==> src/rtl/elevator_door_controller.sv <==
// Purpose : elevator door sequencer (open / dwell / close) with position tracking, reversal and move permission.
// Latency : a request sampled on edge n drives motor_open from edge n; outputs are a decode of registered state.
// Backpres: none; level inputs are sampled every clock, and arrived is not queued outside CLOSED.
//
// Ports:
//   clk, rst_n            - door-rate clock, asynchronous active-low reset
//   arrived               - one-cycle pulse when the car stops at a floor
//   car_stopped           - car is stationary (qualifies open_btn)
//   open_btn, close_btn   - level door requests
//   obstruction           - doorway sensor, level
//   weight_limit_exceeded - overload, level (holds the door open, blocks motion)
//   motor_open/close      - door motor drive, never both high
//   door_closed           - door fully closed
//   move_enable           - car may move (closed and load legal)
//   door_pos              - 0 = closed, TRAVEL_TIME = fully open
//   reopen_cnt            - saturating count of closing reversals
module elevator_door_controller #(
  parameter int unsigned TRAVEL_TIME = 4,
  parameter int unsigned HOLD_TIME   = 6,
  parameter int unsigned CNT_W       = 16
) (
  input  logic             clk,
  input  logic             rst_n,
  input  logic             arrived,
  input  logic             car_stopped,
  input  logic             open_btn,
  input  logic             close_btn,
  input  logic             obstruction,
  input  logic             weight_limit_exceeded,
  output logic             motor_open,
  output logic             motor_close,
  output logic             door_closed,
  output logic             move_enable,
  output logic [CNT_W-1:0] door_pos,
  output logic [7:0]       reopen_cnt
);

  typedef enum logic [1:0] {
    CLOSED    = 2'd0,
    OPENING   = 2'd1,
    OPEN_HOLD = 2'd2,
    CLOSING   = 2'd3
  } state_t;

  localparam logic [CNT_W-1:0] POS_OPEN   = CNT_W'(TRAVEL_TIME);
  localparam logic [CNT_W-1:0] POS_LAST   = CNT_W'(TRAVEL_TIME - 1);
  localparam logic [CNT_W-1:0] HOLD_LAST  = CNT_W'(HOLD_TIME - 1);
  localparam logic [CNT_W-1:0] CNT_ONE    = CNT_W'(1);

  state_t           state;
  logic [CNT_W-1:0] hold_cnt;
  logic             req_open;
  logic             keep;

  assign req_open = arrived | (open_btn & car_stopped);
  assign keep     = open_btn | obstruction | weight_limit_exceeded;

  always_ff @(posedge clk or negedge rst_n) begin
    if (!rst_n) begin
      state      <= CLOSED;
      door_pos   <= '0;
      hold_cnt   <= '0;
      reopen_cnt <= '0;
    end else begin
      case (state)
        CLOSED: begin
          if (req_open) begin
            state <= OPENING;
          end
        end

        OPENING: begin
          // >= rather than == : a reversal taken at the fully-open position
          // re-enters OPENING at TRAVEL_TIME and must not overshoot.
          if (door_pos >= POS_LAST) begin
            door_pos <= POS_OPEN;
            hold_cnt <= '0;
            state    <= OPEN_HOLD;
          end else begin
            door_pos <= door_pos + CNT_ONE;
          end
        end

        OPEN_HOLD: begin
          if (keep) begin
            hold_cnt <= '0;
          end else if (close_btn || (hold_cnt >= HOLD_LAST)) begin
            state <= CLOSING;
          end else begin
            hold_cnt <= hold_cnt + CNT_ONE;
          end
        end

        CLOSING: begin
          if (keep) begin
            // Reverse from the current position; the position holds this edge.
            state <= OPENING;
            if (reopen_cnt != 8'hFF) begin
              reopen_cnt <= reopen_cnt + 8'd1;
            end
          end else if (door_pos <= CNT_ONE) begin
            door_pos <= '0;
            state    <= CLOSED;
          end else begin
            door_pos <= door_pos - CNT_ONE;
          end
        end

        default: begin
          state <= CLOSED;
        end
      endcase
    end
  end

  assign motor_open  = (state == OPENING);
  assign motor_close = (state == CLOSING);
  assign door_closed = (state == CLOSED);
  assign move_enable = (state == CLOSED) & ~weight_limit_exceeded;

endmodule
==> config.mk <==
export PLATFORM = sky130hd
export DESIGN_NAME = elevator_door_controller
export DESIGN_NICKNAME = d
export VERILOG_FILES = /design/src/rtl/elevator_door_controller.sv
export SDC_FILE = /design/constraint.sdc
export NUM_CORES = 1
export LEC_CHECK = 0
export ABC_CLOCK_PERIOD_IN_PS = 2300
export BUFFER_PORTS_ARGS = -buffer_cell sky130_fd_sc_hd__buf_4
export CAP_MARGIN = 10
export CELL_PAD_IN_SITES_DETAIL_PLACEMENT = 1
export CELL_PAD_IN_SITES_GLOBAL_PLACEMENT = 1
export CORE_MARGIN = 2
export CORE_UTILIZATION = 44
export DETAILED_ROUTE_END_ITERATION = 16
export MAX_ROUTING_LAYER = met4
export PLACE_DENSITY = 0.8
export SLEW_MARGIN = 0
export SYNTH_ARGS = -nofsm -noshare
export SYNTH_HDL_FRONTEND = slang
export SYNTH_SLANG_ARGS = --single-unit
==> constraint.sdc <==
create_clock -name clk -period 2.3 [get_ports clk]
set_clock_uncertainty 0.05 [all_clocks]
set_input_delay 0.345 -clock clk [delete_from_list [all_inputs] [get_ports clk]]
set_output_delay 0.345 -clock clk [all_outputs]
set_load 0.02 [all_outputs]
==> results of run 1 <==
==> metrics by stage <==
step / util, % / power, W
final: 57.4 / 0.00385
after global routing: 57.4 / 0.00412
after CTS: 57.1 / 0.00385
after detailed placement: 55.1 / 0.00331
after global placement: 55.1 / 0.00324
after floorplan: - / 0.00246
==> placed cells by master, fill, tap and decap left out, types with 3 or more instances in the layout <==
master and count:
buf_4 56, nor3_1 5, nand3_1 5, and3_1 4, and2_1 13, a22o_1 7, a31oi_1 11, inv_1 11
a21o_1 8, nand4_1 6, nor2_1 21, dfrtp_1 42, ha_1 11, or4_1 4, xor2_1 3, o21ai_0 6
nor4_1 5, clkbuf_8 6, a21oi_1 9, nand2_1 16, xnor2_1 4
==> report_power, final <==
part | switching [W] | internal, W | total, W
Combinational | 0.00125 | 0.000955 | 0.00221
Sequential | 0.000231 | 0.000891 | 0.00112
Clock | 0.000272 | 0.000248 | 0.000520
Total | 0.00175 | 0.00209 | 0.00385
==> kinds of logic after synthesis <==
group                    after synthesis  share of synthesized area, %
AO/OA/AOI/OAI                         60                          17.8
adder cells (fa/ha/maj)               11                          5.82
flip-flops                            42                          44.5
AND/OR/NAND/NOR                       98                          23.9
XOR/XNOR                               7                          2.59
buffers and inverters                 19                          3.44
multiplexers                           4                          1.96
==> worst max path at each step <==
| stage | startpoint | end | cells after the start |
|---|---|---|---|
| floorplan | door_pos[2]$_DFFE_PN0P_ | state[1]$_DFFE_PN0P_ | 7 |
| global placement | door_pos[0]$_DFFE_PN0P_ | hold_cnt[2]$_DFFE_PN0P_ | 6 |
| detailed placement | door_pos[0]$_DFFE_PN0P_ | hold_cnt[2]$_DFFE_PN0P_ | 6 |
| CTS | door_pos[0]$_DFFE_PN0P_ | hold_cnt[2]$_DFFE_PN0P_ | 6 |
| global route | hold_cnt[12]$_DFFE_PN0P_ | hold_cnt[0]$_DFFE_PN0P_ | 5 |
| finish | door_pos[0]$_DFFE_PN0P_ | door_pos[15]$_DFFE_PN0P_ | 7 |
==> critical path: stages, from the launching register on <==
cell	delay, ns
dfrtp_1	0.54
inv_1	0.13
ha_1	0.22
or2_2	0.37
a21boi_1	0.29
buf_4	0.20
o21ai_0	0.09
a31oi_1	0.18
==> final cells by class <==
type | instances | area [um^2] | area share [%]
clock buffers | 7 | 86.3 | 2.93
clock inverters | 1 | 8.76 | 0.297
inverters | 11 | 41.3 | 1.40
multi-input cells | 180 | 1240 | 42.1
repair buffers | 57 | 430 | 14.6
well taps | 70 | 87.6 | 2.97
flip-flops and latches | 42 | 1050 | 35.7
==> sequential cells by signal, summed over array words and instances (netlist names) <==
signal,count
door_pos,16
hold_cnt,16
reopen_cnt,8
state,2
==> what timing repair did <==
action / in CTS / in global routing
setup endpoints to repair: 0 / 17
hold endpoints to repair: 26 / 0
hold buffers: 1 / 0
gates resized for setup: 0 / 3
==> metal layers <==
| layer | vias up | share of wire (%) | GRT usage (%) |
|---|---|---|---|
| li1 | 998 | - | - |
| met1 | 1060 | 46 | 28.4 |
| met4 | 0 | 1.6 | 8.39 |
| met2 | 34 | 50 | 40.3 |
| met5 | - | 0 | - |
| met3 | 7 | 2.5 | 4.00 |
==> metrics.md, run 1 <==
| Metric | Value |
|---|---|
| Post-Syn Area per Cell | 9.81 um^2 |
| Period utilization | 93.7% |
| Core ar. | 5140 um^2 |
| VDD IR max | 550 uV |
| Die Wd | 77.3 um |
| Critical path peak fanout | 9 |
| Endpoint, Worst Hold | hold_cnt[4]$_DFFE_PN0P_ |
| Crit. End Element | flop |
| Vias | 2099 |
| Register area share after synthesis | 44.5% |
| Diode count | 0 |
| Ports | 36 |
| Fmax | 0.464 GHz |
| Critical path launch point type | flop |
| Count of unique library cells instantiated by Yosys | 51 |
| Fin. max-slew vios | 0 |
| DIE AREA | 5970 um^2 |
| Vias per cell | 5.70 |
| Outcome | completed |
| Post-DP HPWL | 4.68 mm |
| Largest net degree at the start of global routing | 43 |
| Critical path type | flop to flop |
| Final Non-Filler Cells | 368 |
| Hold Slack | 0.439 ns |
| Port bufs | 35 |
| Most numerous cell in the Yosys netlist | dfrtp_1 |
| Mapped cell area | 2360 um^2 |
| Final std cell area, no fill | 2950 um^2 |
| CP Data Required Time | 2.47 ns |
| Hold wc startpoint | hold_cnt[4]$_DFFE_PN0P_ |
| Worst slew pin tran | 0.544 ns |
| Routed wire per std cell | 17.2 um |
| Crit path DAT | 2.33 ns |
| Root buffer cell | clkbuf_8 |
| Core Rows | 26 |
| Number of CTS-inserted buffers | 5 |
| Layout overhead on the synthesized area | 24.7% |
| Cell Area, Placed | 2830 um^2 |
| Layout Nets | 316 |
| Initial antenna violation count | 0 |
| Layout cells sized above 1 | 25.2% |
| Fillers | 637 |
| Worst r2r dst | door_pos[15]$_DFFE_PN0P_ |
| Synth warn | 0 |
| GRT overflow | 0 |
| Final Critical Period | 2.15 ns |
| Clock sink count | 42 |
| GPL Wtd Cong | 0.834 |
| Clk Latency, worst-skew pair | 0.30 ns |
| Mapped Cells | 241 |
| Post-synthesis register bit count | 42 |
| Clk buf depth | 2 |
| Drt drc | 0 |
| Reg-to-Reg Start | door_pos[0]$_DFFE_PN0P_ |
| Yosys top cell area share | 44.5% |
| Post-synth EDFFs | 0 |
| Net count after synthesis | 260 |
| Yosys top cell by area | dfrtp_1 |
| Starting density of the core | 46.0% |
| Hold Crit Class | flop to flop |
| Vias in the first global route | 2275 |
| DP Worst Slack | 0.103 ns |
| Count of final hold-check violations | 0 |
| Top_reg_cell synth | dfrtp_1 |
| Final ANT Viol Nets | 0 |
| Clk pin slew, worst setup/hold paths | 0.09 ns |
| Drt initial violations | 103 |
| R2r worst-path depth | 7 |
| Max Cap Viol | 0 |
| First-pass GRT wire length | 10.9 mm |
| H-tree depth | 2 |
| Total track usage | 23.7% |
| Die Ht | 77.3 um |
| Initial DRT Pass Iterations | 4 |
| RSZ-0062 raised after global routing | false |
| Placed Instances | 359 |
| Leak Pwr | 1.44 nW |
| Top area cells in the synthesized netlist | dfrtp_1, ha_1, and2_1 |
| Setup tns final | 0 ns |
| Post-CTS Setup Bufs | 0 |
| CTS tree | done |
| Final Setup Violations | 0 |
| Setup slack, reg-to-reg | 0.15 ns |
| Routed WL | 6.32 mm |
| Hold depth | 1 |
| FFs w/ async S/R, synth | 100% |
| PwrDens | 1310 nW/um^2 |
| Relative slew slack | 63.7% |
| Worst setup margin | 0.145 ns |
| Top cells by count, synth | dfrtp_1, nor2_1, nand2_1, and2_1, a31oi_1 |
Note: power is estimated with default switching activity, not from simulation.
==> inputs of run 2 (changes only) <==
--- a/config.mk
+++ b/config.mk
@@ -10,7 +10,7 @@
 export CAP_MARGIN = 10
 export CELL_PAD_IN_SITES_DETAIL_PLACEMENT = 1
 export CELL_PAD_IN_SITES_GLOBAL_PLACEMENT = 1
-export CORE_MARGIN = 2
+export CORE_MARGIN = 4
 export CORE_UTILIZATION = 44
 export DETAILED_ROUTE_END_ITERATION = 16
 export MAX_ROUTING_LAYER = met4
==> metrics.md, run 2 (synthesis results as in run 1) <==
| Metric | Value |
|---|---|
| Crit. End Element | flop |
| Most frequent cells in the layout | buf_4, dfrtp_1, nor2_1 |
| Final Critical Period | 2.17 ns (+0.0157 ns) |
| Leak Pwr | 1.46 nW (+0.92%) |
| Reg-to-Reg Start | door_pos[9]$_DFFE_PN0P_ |
| First-pass GRT wire length | 11.2 mm (+2.6%) |
| Placed Instances | 361 (+0.56%) |
| CTS tree | done |
| Clock sink count | 42 (unchanged) |
| Fin. max-slew vios | 0 (unchanged) |
| Setup slack, reg-to-reg | 0.13 ns (-0.02 ns) |
| VDD IR max | 659 uV (+20%) |
| Starting density of the core | 45.7% (-0.29 points) |
| Final Setup Violations | 0 (unchanged) |
| Relative slew slack | 64.4% (+0.69 points) |
| Commonest non-fill, non-tap cell in the layout | buf_4 |
| Core ar. | 5170 um^2 (+0.63%) |
| Total track usage | 22.7% (-1.0 points) |
| Max stage delay cell, worst path | dfrtp_1 |
| Layout Nets | 319 (+0.95%) |
| Vias | 2084 (-0.71%) |
| Clk buf depth | 2 (unchanged) |
| Critical Path, Cell by Cell | nor4_4 -> and4_2 -> a21oi_2 -> or3_4 -> mux2_4 |
| Worst slew pin tran | 0.533 ns (-0.0103 ns) |
| Final Non-Filler Cells | 371 (+0.82%) |
| Post-DP HPWL | 4.65 mm (-0.51%) |
| Layout cells sized above 1 | 27.2% (+2.1 points) |
| Critical path's largest stage delay | 0.43 ns (-0.11 ns) |
| Number of CTS-inserted buffers | 5 (unchanged) |
| Routed wire per std cell | 17.3 um (+0.45%) |
| Critical path type | flop to flop |
| Setup tns final | 0 ns (unchanged) |
| Initial antenna violation count | 0 (unchanged) |
| Root buffer cell | clkbuf_8 |
| Critical path launch point type | flop |
| Bufs and invs on worst path | 0 (-2) |
| Initial DRT Pass Iterations | 4 (unchanged) |
| Outcome | completed |
| DIE AREA | 6610 um^2 (+11%) |
| Drt initial violations | 101 (-1.9%) |
| CP delay by family, top | simple AND/OR/NAND/NOR gates |
| GPL Wtd Cong | 0.793 (-4.9%) |
| H-tree depth | 2 (unchanged) |
| Crit path DAT | 2.31 ns (-0.02 ns) |
| Count of final hold-check violations | 0 (unchanged) |
| Largest net degree at the start of global routing | 43 (unchanged) |
| Fmax | 0.461 GHz (-0.72%) |
| Clk pin slew, worst setup/hold paths | 0.09 ns (about the same) |
| Final Power | 0.00387 W (+0.60%) |
| Critical path peak fanout | 6 (-3) |
| Hold wc startpoint | hold_cnt[12]$_DFFE_PN0P_ |
| Top flop regs | door_pos x16, hold_cnt x16, reopen_cnt x8 |
| Final ANT Viol Nets | 0 (unchanged) |
| Die Ht | 81.3 um (+5.2%) |
| Vias per cell | 5.62 (-1.5%) |
| Max Cap Viol | 0 (unchanged) |
| Final core utilization | 57.7% (+0.32 points) |
| Vias in the first global route | 2235 (-1.8%) |
| Final std cell area, no fill | 2980 um^2 (+1.2%) |
| Core Rows | 26 (unchanged) |
| Die Wd | 81.3 um (+5.2%) |
| CP Data Required Time | 2.44 ns (-0.03 ns) |
| Port bufs | 35 (unchanged) |
| Cell Area, Placed | 2850 um^2 (+0.53%) |
| Worst Setup SP | door_pos[9]$_DFFE_PN0P_ |
| Diode count | 0 (unchanged) |
| Routed WL | 6.40 mm (+1.3%) |
| RSZ-0062 raised after global routing | false |
| Clk Latency, worst-skew pair | 0.30 ns (about the same) |
| Hold Crit Class | flop to flop |
| Ports | 36 (unchanged) |
| Layout overhead on the synthesized area | 26.2% |
| Period utilization | 94.4% (+0.68 points) |
| Drt drc | 0 (unchanged) |
| Fillers | 587 (-7.8%) |
| GRT overflow | 0 (unchanged) |
| PwrDens | 1300 nW/um^2 (-0.58%) |
run 2: cell type report:
| cell class | instances | area [um^2] | area share (%) |
|---|---|---|---|
| Multi-Input combinational cell | 180 | 1260 | 42.1 |
| Timing Repair Buffer | 60 | 453 | 15.2 |
| Sequential cell | 42 | 1050 | 35.2 |
| Inverter | 11 | 41.3 | 1.38 |
| Tap cell | 70 | 87.6 | 2.94 |
| Clock buffer | 5 | 68.8 | 2.31 |
| Clock inverter | 3 | 25.0 | 0.839 |
run 2: worst paths after layout:
path | end | cells past startpoint
hold / removal | hold_cnt[12]$_DFFE_PN0P_ | 1
setup reg to reg | state[1]$_DFFE_PN0P_ | 5
max in group asynchronous | door_pos[0]$_DFFE_PN0P_ | 2
min in group asynchronous | hold_cnt[7]$_DFFE_PN0P_ | 2
setup / recovery | state[1]$_DFFE_PN0P_ | 5
hold reg to reg | hold_cnt[12]$_DFFE_PN0P_ | 1
run 2: metal layers:
| layer | up-vias | share of wire, % | global-route usage, % |
|---|---|---|---|
| met4 | 0 | 1.2 | 6.25 |
| met1 | 1035 | 49 | 31.5 |
| met5 | - | 0 | - |
| li1 | 1004 | - | - |
| met2 | 37 | 47 | 34.4 |
| met3 | 8 | 3.0 | 3.77 |
run 2: through the flow:
step	setup slack, ns	hold slack, ns
after CTS	0.00761	0.444
after floorplan	0.110	-0.000591
final	0.129	0.440
after global routing	0.0174	0.460
after global placement	0.0688	0.320
after detailed placement	0.0416	0.323
run 2: what timing repair did:
action                                  in CTS  in global routing
setup buffers                                0                  1
gates resized for setup                      0                  6
endpoints found under the setup margin       0                 26
hold endpoints to repair                    42                  0
hold buffers                                 1                  0
run 2: where the power goes:
| part | leakage (nW) | switching (W) | internal, W | total, W |
|---|---|---|---|---|
| clock network | 0.0447 | 0.000291 | 0.000219 | 0.000511 |
| registers | 0.565 | 0.000199 | 0.000891 | 0.00109 |
| logic | 0.847 | 0.00129 | 0.000975 | 0.00227 |
